**config.mk**
```make
export PLATFORM = sky130hd
export DESIGN_NAME = dm_bist
export DESIGN_NICKNAME = d
export VERILOG_FILES = /design/src/rtl/dm_bist.sv
export SDC_FILE = /design/constraint.sdc
export NUM_CORES = 1
export LEC_CHECK = 0
export CORE_UTILIZATION = 45
export DETAILED_ROUTE_END_ITERATION = 12
export GPL_TIMING_DRIVEN = 1
export PLACE_DENSITY = 0.88
export SLEW_MARGIN = 20
export SYNTH_ARGS = -nofsm -noshare
export SYNTH_HDL_FRONTEND = slang
export SYNTH_SLANG_ARGS = --single-unit
```
**constraint.sdc**
```tcl
create_clock -name clk -period 3.7 [get_ports clk]
set_input_delay 0.555 -clock clk [delete_from_list [all_inputs] [get_ports clk]]
set_output_delay 0.555 -clock clk [all_outputs]
set_load 0.03 [all_outputs]
```
**src/rtl/dm_bist.sv**
```systemverilog
// dm_bist: chainable four-pass march self-test for the word-addressed data
// memory. It launches on start, writes and reads back a per-address pattern
// and then its complement, and reports a sticky finish with a verdict and
// an error count.
module dm_bist #(
  parameter int          ADDR_W = 10,
  parameter int          DATA_W = 32,
  parameter int          DEPTH  = 1024,
  parameter logic [31:0] SEED   = 32'hA5A5_0000
) (
  input  logic              clk,
  input  logic              rst_n,
  input  logic              start,
  output logic              finish,
  output logic              pass,
  output logic [15:0]       err_count,
  output logic [ADDR_W-1:0] first_fail_addr,
  output logic              mem_we,
  output logic [ADDR_W-1:0] mem_addr,
  output logic [DATA_W-1:0] mem_wdata,
  input  logic [DATA_W-1:0] mem_rdata
);

  typedef enum logic [2:0] {
    IDLE,
    W0,
    R0,
    W1,
    R1,
    DONE
  } state_t;

  localparam logic [ADDR_W-1:0] LAST   = ADDR_W'(DEPTH - 1);
  localparam logic [DATA_W-1:0] SEED_T = DATA_W'(SEED);

  state_t              state;
  logic [ADDR_W-1:0]   idx;
  logic [DATA_W-1:0]   pat;
  logic [DATA_W-1:0]   expected;
  logic                mismatch;
  logic [15:0]         err_next;

  assign pat = SEED_T ^ DATA_W'(idx);

  // Memory port and read-compare decode from the registered state and index
  always_comb begin
    mem_we    = 1'b0;
    mem_addr  = '0;
    mem_wdata = '0;
    expected  = pat;
    unique case (state)
      W0: begin
        mem_we    = 1'b1;
        mem_addr  = idx;
        mem_wdata = pat;
      end
      R0: begin
        mem_addr  = idx;
      end
      W1: begin
        mem_we    = 1'b1;
        mem_addr  = idx;
        mem_wdata = ~pat;
      end
      R1: begin
        mem_addr  = idx;
        expected  = ~pat;
      end
      default: ;
    endcase
  end

  // Mismatch detection and saturating next error count
  always_comb begin
    mismatch = ((state == R0) || (state == R1)) && (mem_rdata != expected);
    err_next = err_count;
    if (mismatch && (err_count != '1)) begin
      err_next = err_count + 16'd1;
    end
  end

  // March sequencer with registered verdict flags and error capture
  always_ff @(posedge clk or negedge rst_n) begin
    if (!rst_n) begin
      state           <= IDLE;
      idx             <= '0;
      finish          <= 1'b0;
      pass            <= 1'b0;
      err_count       <= '0;
      first_fail_addr <= '0;
    end else begin
      err_count <= err_next;
      // err_count is still zero exactly until the first mismatch is recorded
      if (mismatch && (err_count == '0)) begin
        first_fail_addr <= idx;
      end
      unique case (state)
        IDLE: begin
          if (start) begin
            state <= W0;
            idx   <= '0;
          end
        end
        W0, R0, W1: begin
          if (idx == LAST) begin
            idx <= '0;
            if (state == W0)      state <= R0;
            else if (state == R0) state <= W1;
            else                  state <= R1;
          end else begin
            idx <= idx + 1'b1;
          end
        end
        R1: begin
          if (idx == LAST) begin
            idx    <= '0;
            state  <= DONE;
            finish <= 1'b1;
            pass   <= (err_next == '0);
          end else begin
            idx <= idx + 1'b1;
          end
        end
        DONE: begin
          state <= DONE;
        end
        default: begin
          state <= IDLE;
        end
      endcase
    end
  end

endmodule

```
# After elaboration in Yosys (flattened, before gate mapping)
# Cells that the tools add are included.
word_totals:
  regBits: 41
  latchBits: 0
  ramBits: 0
  romBits: 0
  inputBits: 35
  out_inout_bits: 71
  word_cells: 48
  mem_count: 0
classes:
  n_addsub: 2
  mul: 0
  div_mod_pow: 0
  n_lt_le_gt_ge: 0
  n_eq_ne: 11
  shifts: 0
  muxes: 14
  bitwise: 1
  reduce_logical: 14
ops:
  columns: ["op", "n"]
  rows:
  - ["$pmux W32 S2", 1]
  - ["$logic_not A16 Y1", 2]
  - ["$mux W32", 1]
  - ["$ne A32 B32 Y1", 1]
  - ["$not A32 Y32", 1]
  - ["$mux W10", 3]
  - ["$pmux W10 S2", 1]
  - ["$add A16 B1 Y16 const B", 1]
  - ["$mux W16", 1]
  - ["$ne A16 B16 Y1 const B", 1]
  - ["$mux W3", 5]
  - ["$pmux W3 S4", 1]
  - ["$add A10 B1 Y10 const B", 1]
  - ["$eq A10 B10 Y1 const B", 1]
  - ["$eq A3 B2 Y1 const B", 2]
  - ["$eq A3 B3 Y1 const B", 2]
  - ["$ne A2 B2 Y1 const B", 2]
  - ["$reduce_and A2 Y1", 2]
  - ["$reduce_or A4 Y1", 1]
  - ["$eq A3 B1 Y1 const B", 1]
  - ["$logic_and A1 B1 Y1", 3]
  - ["$logic_not A3 Y1", 1]
  - ["$reduce_and A3 Y1", 1]
  - ["$reduce_or A3 Y1", 1]
  - ["other kinds (5)", 5]

# Logic depth before layout (Yosys ltp)
logic_depth:
  depth_word: 7
  ltp_mapped: 11
  depth_no_buf: 9

# Worst setup path after synthesis
# No wires, ideal clock.
synth_path:
  kind: "reg2reg"
  from: "register state[1]"
  to: "register pass"
  setup_ns: 0.122
  arrival_time_ns: 2.717
  path_slack_ns: 0.861
  stages_incl_launch_ff: 12
  path_buffers: 2
  path_cell_list: "dfrtp_1 -> buf_6 -> or3b_4 -> or4_4 -> nor4_4 -> o2111ai_2 -> and3_4 -> buf_6 -> nand2_1 -> o221ai_1 -> and4b_1 -> a32o_1"
synth_between:
  elab_chain_cells: 7
  elab_cells_between_ends: 10
  cone_classes: "eq/ne (3); mux (2); reduce/logical (5)"
synth_lines:
  columns: ["element", "line", "rtl"]
  rows:
  - ["from (decl)", "36", "state_t state;"]
  - ["from (signal assigned)", "85", "state <= IDLE;"]
  - ["from (signal assigned)", "100", "state <= W0;"]
  - ["from (signal assigned)", "107", "if (state == W0) state <= R0;"]
  - ["$eq A3 B3 Y1", "51, 75, 97", null]
  - ["$mux W32", "51", "unique case (state)"]
  - ["$ne A32 B32 Y1", "75", "mismatch = ((state == R0) || (state == R1)) && (mem_rdata != expected);"]
  - ["$logic_and A1 B1 Y1", "75", null]
  - ["$logic_and A1 B1 Y1", "77", "if (mismatch && (err_count != '1)) begin"]
  - ["$mux W16", "77", null]
  - ["$logic_not A16 Y1", "119", "pass <= (err_next == '0);"]
  - ["to (signal assigned)", "119", null]
  - ["to (decl)", "15", "output logic pass,"]
# Several ways; a longest one is shown, not always the timed one.
# A chain may end at the register's enable or synchronous reset.

# Worst setup path after layout
layout_path:
  from: "register state[1]"
  to: "output mem_addr[8]"
layout_between:
  elab_chain_cells: 3
  elab_cells_between_ends: 6
  cone_classes: "eq/ne (4); mux (1); reduce/logical (1)"
layout_lines:
  columns: ["element", "line", "rtl"]
  rows:
  - ["$eq A3 B3 Y1, or another cell as far along", "51", null]
  - ["$reduce_or A4 Y1 (no source line) (*)", null, null]
  - ["$mux W10 (*)", "51", null]
  - ["to (decl)", "19", "output logic [ADDR_W-1:0] mem_addr,"]
# Mark *: on every way between the ends. The rest lies on a longest branch, timed or not.

==> run_results.csv <==
group,metric,value,unit
outcome,status,"finished, final reports clean",
power_and_ir_drop,leakage,1.64,nW
logic_synthesis,synth_warnings,0,
die,ios,106,
layout,drive_above_1_share,9.30,%
worst_setup_path,rrSetupSlack,0.56,ns
timing,rsz0062_at_grt,"no",
cts,clock_latency,0.30,ns
grt,grt_pass1_wl,11900,µm
min_path,hold_path_class,"primary input to asynchronous set/reset pin",
worst_setup_path,crit_path_end_kind,"output pin",
routing,route.detailed.drc,0,
routing,routed_wl,7400,µm
cts,h-tree-depth,2,
power_and_ir_drop,pwr-share-seq,38.4,%
worst_setup_path,critPathKind,"register to output pin",
logic_synthesis,synth_area_leaders,"dfrtp_1, xnor2_1, mux2_2, buf_4, nor2_1",
routing,avgViaCountPerCell,5.53,
power_and_ir_drop,ir_drop,0.426,mV
grt,overflow,0,
placed_design,io_buffers,105,
grt,track_usage,23.6,%
power_and_ir_drop,power.total,0.00157,W
routing,ant_nets,0,
timing,skew,0.00644,ns
logic_synthesis,syn_inst,311,
cts,ctsResizeCount,0,
die,dieArea,6660,µm²
logic_synthesis,ys_ff_latch,41,
worst_setup_path,slowest_delay,0.72,ns
power_and_ir_drop,comb_power_share,38.9,%
power_and_ir_drop,power_switching,0.000592,W
layout,fin_nets,425,
timing,finalCritPeriodShare,91.5,%
worst_setup_path,path_max_fanout,13,
die,die_w,81.6,µm
worst_setup_path,crit_chain,"buf_4, nor2_1, xnor2_1, and2_1, clkdlybuf4s50_1",
layout,diodes,0,
routing,route.vias.total,2557,
logic_synthesis,synth.distinct_cells,51,
job,maxCapViolCount,0,
placed_design,dp_hpwl,5540,µm
routing,drt-initial-drc-count,187,
die,start_util,47.3,%
timing,finalMaxSlewViolations,0,
layout,final_util,64.4,%
logic_synthesis,syn_nets,349,
cts,numCtsBuffers,5,
logic_synthesis,ys_top_cells_by_count,"dfrtp_1, nor2_1, xnor2_1",
logic_synthesis,synthFlopType,"dfrtp_1",
power_and_ir_drop,power_density,404,nW/µm²
routing,wl_per_cell,16.0,µm
timing,max_freq,0.295,GHz
layout,final_area,3880,µm²
cts,postCtsHoldBufs,0,
logic_synthesis,synth_top_cell_by_area,"dfrtp_1",
die,die_h,81.6,µm
logic_synthesis,synth_edf_count,0,
grt,antenna_found_initial,0,
worst_setup_path,start_kind,"register",
logic_synthesis,ys_seq_area_share,36.0,%
cts,clockBufferDepth,2,
logic_synthesis,synthesis.area,2850,µm²
power_and_ir_drop,swShare,37.8,%
routing,drt_pass1_iterations,4,
layout,areaGrowthSynthToFinish,36.1,%
die,core-area,6030,µm²
cts,cts_tree,"yes",
timing,setup-tns-final,0,ns
cts,clockRootBuffer,"clkbuf_8",
logic_synthesis,synth.most_common_cell,"dfrtp_1",
logic_synthesis,syn_area_per_cell,9.17,µm²
cts,clkSinkCount,41,
grt,grt_max_degree,42,
timing,final_hold_viol_count,0,
cts,post-cts-setup-buffer-count,0,
timing,tightest_slew,0.902,ns
worst_setup_path,cp_top_family,"buffers and inverters",
placed_design,place.gp.congestion,0.923,
power_and_ir_drop,clockPowerShare,22.7,%
die,core.rowCount,28,
worst_setup_path,required,3.14,ns
worst_setup_path,slowest_stage,"xnor2_1",
power_and_ir_drop,p_int,0.000974,W
timing,slew_headroom,39.8,%
logic_synthesis,ys_async_sr_fraction,100,%
worst_setup_path,cp.arrival,2.83,ns
grt,first_global_vias,2489,
worst_setup_path,worstPathBufferInverterCount,2,
logic_synthesis,synth_top_area_share,36.0,%
cts,clk_pin_slew,0.08,ns
timing,setup_viol,0,
placed_design,place_area,3780,µm²
timing,post-route-min-period,3.39,ns
## power groups by stage
stage	Sequential [W]	Clock [W]	Combinational [W]
detailed placement	0.000608	0	0.000610
global placement	0.000606	0	0.000604
finish	0.000601	0.000356	0.000609
global route	0.000614	0.000386	0.000650
CTS	0.000599	0.000365	0.000614
floorplan	0.000512	0	0.000446
## cell type report
type                    count  area, µm²
flip-flops and latches     41       1030
clock buffers               5       68.8
clock inverters             2       35.0
inverters                   9       33.8
repair buffers            108       1070
multi-input cells         222       1550
well taps                  75       93.8
fillers                   504       2150
## path summary, 6_finish.rpt
| path | endpoint | depth (start not counted) | start |
|---|---|---|---|
| setup reg to reg | pass | 9 | state[2] |
| hold / removal | state[0] | 1 | rst_n |
| max in group asynchronous | pass | 1 | rst_n |
| hold reg to reg | finish | 1 | finish |
| min in group clk | finish | 1 | finish |
| setup / recovery | mem_addr[8] | 5 | state[1] |
## state kept, by name, summed over array words and instances (netlist names)
register / count
err_count: 16
state: 3
first_fail_addr: 10
finish: 1
pass: 1
idx: 10
## per-stage QoR
step                      setup slack, ns  cells  hold slack, ns
after floorplan                     0.861    311           0.259
after global placement              0.439    455           0.452
after detailed placement            0.373    455           0.454
after CTS                           0.357    462           0.416
after global routing                0.131    462           0.443
final                               0.315    462           0.377
## placed cells by master, fill, tap and decap left out, drive strengths merged, types with 2 or more instances in the layout
master,Yosys,routed
clkdlybuf4s50,0,104
dfrtp,41,41
nor2,33,33
xnor2,31,31
nand2,20,20
nand3,15,15
mux2,14,14
and3,14,14
xor2,13,13
nand4,10,10
inv,9,9
and2,9,9
o21ai,8,8
clkbuf,14,5
nor4,5,5
nor4bb,4,4
nor3,4,4
or4,4,4
buf,25,4
nand2b,3,3
mux2i,3,3
a31oi,3,3
ha,3,3
or4b,2,2
nor4b,2,2
and4,2,2
a21boi,2,2
o2111ai,2,2
## per-layer routing
| layer | vias to the layer above | share of wire [%] | global-route usage, % |
|---|---|---|---|
| li1 | 1208 | - | - |
| met1 | 1237 | 41 | 29.8 |
| met2 | 104 | 49 | 39.4 |
| met3 | 8 | 8.6 | 6.00 |
| met4 | 0 | 1.2 | 7.54 |
| met5 | - | 0 | 0 |
## kinds of logic (layout without fill, tap and decap cells)
logic type               Yosys count  after routing  share of synthesized area, %
AND/OR/NAND/NOR                  133            133                          26.5
buffers and inverters             48            124                          9.52
XOR/XNOR                          44             44                          13.5
flip-flops                        41             41                          36.0
AO/OA/AOI/OAI                     25             25                          6.54
multiplexers                      17             17                          6.58
adder cells (fa/ha/maj)            3              3                          1.32
Note: power is estimated with default switching activity, not from simulation.
